<file path="src/rtl/template.sv">
// Streaming moving-average filter: mean of the last 2**WINDOW_LOG2 enabled samples, one-edge latency.
// Optional build macro TEMPLATE_ROUND_EN selects round-half-up instead of floor.
`timescale 1ns/1ps
module template #(
  parameter int DATA_WIDTH  = 16,
  parameter int WINDOW_LOG2 = 2
) (
  input  logic                         clk,
  input  logic                         reset,
  input  logic signed [DATA_WIDTH-1:0] input_data,
  input  logic                         enable,
  output logic signed [DATA_WIDTH-1:0] output_data,
  output logic                         output_data_valid
);

  localparam int W      = 1 << WINDOW_LOG2;
  localparam int SUM_W  = DATA_WIDTH + WINDOW_LOG2;
  localparam int FILL_W = WINDOW_LOG2 + 1;
  localparam logic [FILL_W-1:0] FULL = FILL_W'(W);

  function automatic logic signed [SUM_W-1:0] widen(input logic signed [DATA_WIDTH-1:0] x);
    return {{WINDOW_LOG2{x[DATA_WIDTH-1]}}, x};
  endfunction

  function automatic logic signed [DATA_WIDTH-1:0] scale(input logic signed [SUM_W-1:0] s);
`ifdef TEMPLATE_ROUND_EN
    logic signed [SUM_W:0] guarded;
    // Guard bit keeps the half-LSB add from wrapping at the positive limit.
    guarded = {s[SUM_W-1], s} + ((SUM_W+1)'(1) << (WINDOW_LOG2-1));
    guarded = guarded >>> WINDOW_LOG2;
    return guarded[DATA_WIDTH-1:0];
`else
    logic signed [SUM_W-1:0] shifted;
    shifted = s >>> WINDOW_LOG2;
    return shifted[DATA_WIDTH-1:0];
`endif
  endfunction

  logic signed [DATA_WIDTH-1:0] taps [W];
  logic signed [DATA_WIDTH-1:0] oldest;
  logic signed [SUM_W-1:0]      sum;
  logic signed [SUM_W-1:0]      sum_next;
  logic [FILL_W-1:0]            fill;
  logic [FILL_W-1:0]            fill_next;

  always_comb begin
    oldest    = (fill == FULL) ? taps[W-1] : '0;
    sum_next  = sum + widen(input_data) - widen(oldest);
    fill_next = (fill == FULL) ? FULL : fill + FILL_W'(1);
  end

  // Stage p0: window update and registered mean
  always_ff @(posedge clk or posedge reset) begin
    if (reset) begin
      for (int i = 0; i < W; i++) taps[i] <= '0;
      sum               <= '0;
      fill              <= '0;
      output_data       <= '0;
      output_data_valid <= 1'b0;
    end else if (enable) begin
      taps[0] <= input_data;
      for (int i = 1; i < W; i++) taps[i] <= taps[i-1];
      sum               <= sum_next;
      fill              <= fill_next;
      output_data       <= scale(sum_next);
      output_data_valid <= (fill_next == FULL);
    end else begin
      output_data_valid <= 1'b0;
    end
  end

endmodule

</file>
<file path="config.mk">
export PLATFORM = sky130hd
export DESIGN_NAME = template
export DESIGN_NICKNAME = d
export VERILOG_FILES = /design/src/rtl/template.sv
export SDC_FILE = /design/constraint.sdc
export NUM_CORES = 1
export LEC_CHECK = 0
export CAP_MARGIN = 15
export CORE_ASPECT_RATIO = 0.8
export CORE_MARGIN = 2
export CORE_UTILIZATION = 55
export DETAILED_ROUTE_END_ITERATION = 7
export GPL_ROUTABILITY_DRIVEN = 0
export PLACE_DENSITY_LB_ADDON = 0.05
export SETUP_SLACK_MARGIN = 0.15
export SYNTH_ARGS = -nofsm -noshare
export SYNTH_HDL_FRONTEND = slang
export SYNTH_SLANG_ARGS = --single-unit
</file>
<file path="constraint.sdc">
create_clock -name clk -period 5.5 [get_ports clk]
set_input_delay 1.375 -clock clk [delete_from_list [all_inputs] [get_ports clk]]
set_output_delay 1.375 -clock clk [all_outputs]
set_load 0.01 [all_outputs]
</file>
==> flow_metrics.tcl <==
set metrics [dict create \
    post-route-period-util 0.758 \
    netlist_instances 453 \
    drive_gt1_frac 0.187 \
    start_util 0.572 \
    cts_resized 0 \
    critPathArrivalTime_ps 4380 \
    cts.path.max_buffers 2 \
    grt_pass1_vias 2998 \
    fp.coreArea_um2 8600 \
    critPathCaptureType "register" \
    dr.pass1.iters 4 \
    syn_area_um2 4920 \
    crit_buf_inv 2 \
    grt-busiest-layer "met1" \
    crit_path_start_kind "primary input" \
    nets 527 \
    status "finished clean" \
    grt_first_pass_wirelength_mm 14.6 \
    leakage_nw 2.58 \
    worstPathMaxFanout 4 \
    crit_top_cell "fa_1" \
    relSlewSlack 0.283 \
    ys_warn_count 0 \
    seqPwrFrac 0.266 \
    p_int_mw 1.93 \
    drcViolationCount 0 \
    postLayoutCoreUtil 0.634 \
    post_cts_buffers 0 \
    drt_iter0_drc 99 \
    via_per_inst 5.33 \
    finalHoldViolCount 0 \
    cts_tree "yes" \
    use_met2 0.276 \
    r2r_slack_ps 1590 \
    combinationalPowerShare 0.601 \
    synthArstFlopShare 1.00 \
    post_drt_wl_per_cell_um 14.8 \
    vias 3129 \
    power.share.clock 0.133 \
    synth_most_common_cell "dfrtp_1" \
    use_met3 0.0427 \
    synth_ff_type "dfrtp_1" \
    area_delta_synth_final_pct 10.8 \
    p_sw_frac 0.438 \
    ys_seq_area_frac 0.438 \
    io-pin-count 36 \
    postCtsHoldBufs 0 \
    max_cap_violations 0 \
    numCtsBuffers 9 \
    timing.fmax_ghz 0.240 \
    antennaDiodeCount 0 \
    syn_avg_cell_area_um2 10.9 \
    finClkSkew_ps 7.02 \
    wl_mm 8.67 \
    synth_area_leaders "dfrtp_1 (44%), mux2_2 (15%), fa_1 (6.9%)" \
    ys_ff_latch 86 \
    grt_start_max_net_pins 94 \
    clkTransAtPathRegs_ps 90 \
    p_switching_mw 1.50 \
    critical-path-slowest-cell "fa_1" \
    yosysUniqueCellTypes 49 \
    power_density_nw_per_um2 630 \
    critPathTopFamily "adder cells" \
    met1_usage 0.311 \
    yosysTopAreaCellShare 0.438 \
    setup_viol 0 \
    syn_nets 510 \
    hpwl_mm 6.29 \
    port_buffers 35 \
    critPathKind "primary input to register" \
    dieWidth_um 110 \
    htreeDepth 3 \
    fin_tns_setup_ps 0 \
    grt_antenna_before_repair 0 \
    yosysTopAreaCell "dfrtp_1" \
    grt_overflow_total 0 \
    max_stage_delay_ps 530 \
    rsz0062_at_grt "no" \
    die_area_um2 9720 \
    worst_slew_pin_slew_ps 1080 \
    ant_nets 0 \
    grtUsageTotal 0.200 \
    rows 30 \
    synth_edf_count 0 \
    cp_cell_sequence "clkdlybuf4s50_1 > inv_1 > fa_1 > fa_1 > nand2b_1 > a21oi_1 > o21ai_0 > a2111oi_0 > mux2i_1 > o311ai_0" \
    die_h_um 88.6 \
    min_period_ps 4170 \
    ir_drop_v 0.000252 \
    worstHoldPathType "register to register" \
    synth_common_cells "dfrtp_1 (86), inv_1 (75), mux2_2 (65)" \
    timing.final.max_slew_violations 0 \
    clock-sinks 86 \
    ctsRootBufferMaster "clkbuf_8" \
    worstSkewPairLatency_ps 360 \
    worstPathRequired_ps 5710 \
]
cells in the final DEF, fill, tap and decap left out, types with 9 or more instances in the layout:
cell type	n
a21oi_1	20
and3_1	19
clkbuf_8	9
clkdlybuf4s50_1	34
dfrtp_1	86
fa_1	17
ha_1	21
inv_1	74
mux2_2	65
nand2_1	20
o21ai_0	14
cell type report:
class	instances	area, µm²
fillers	713	3150
multi-input cells	261	2310
flip-flops and latches	86	2150
repair buffers	37	363
inverters	75	283
well taps	112	140
clock buffers	10	128
clock inverters	6	75.1
registers in the layout (all words and copies together) (netlist names):
register	count
sum	2
fill	3
output_data	16
taps	64
output_data_valid	1
kinds of logic after synthesis:
family,share of synthesized area
buffers and inverters,0.0931
AOI/OAI and AO/OA,0.0845
xor gates and xnor gates,0.0160
and+or+nand+nor,0.0852
DFF,0.438
adders and majority gates,0.123
muxes,0.161
metrics by stage:
step                hold WS (ps)  instances  setup slack, ps  total power [mW]  instance area, µm²
finish                       501        587             1330              3.43                5450
global route                 520        587             1130              3.76                5450
CTS                          509        587             1370              3.44                5450
detailed placement           486        571              982              2.96                5250
global placement             480        571             1070              2.92                5250
floorplan                    472        453             1730              2.51                4920
worst register-to-register path, cell delays in order (launching register included):
cell and delay [ps]:
dfrtp_1 420, inv_1 90, ha_1 600, and3_1 290
fa_1 470, fa_1 460, nand2b_1 220, a21oi_1 180
o21ai_0 170, a2111oi_0 500, mux2i_1 230, o311ai_0 140
path summary, 6_finish.rpt:
kind | from | endpoint | depth (start not counted)
max | input_data[1] | output_data[8] | 10
min | taps[60] | taps[44] | 1
max reg2reg | fill[0] | output_data[8] | 11
min reg2reg | taps[60] | taps[44] | 1
max in group asynchronous | reset | taps[49] | 3
min in group asynchronous | reset | taps[53] | 2
power groups by stage:
stage          logic [mW]  clock network, mW  registers [mW]
3_3_place_gp         2.00                  0           0.922
5_1_grt              2.33              0.500           0.936
3_5_place_dp         2.03                  0           0.929
6_report             2.06              0.457           0.913
4_1_cts              2.05              0.478           0.915
2_1_floorplan        1.63                  0           0.880
layer usage:
metal  vias to the layer above  share of wire
li1                       1545              -
met1                      1505           0.52
met2                        77           0.42
met3                         2          0.052
met4                         0         0.0036
met5                         -              0
(Power assumes the default switching activity.)
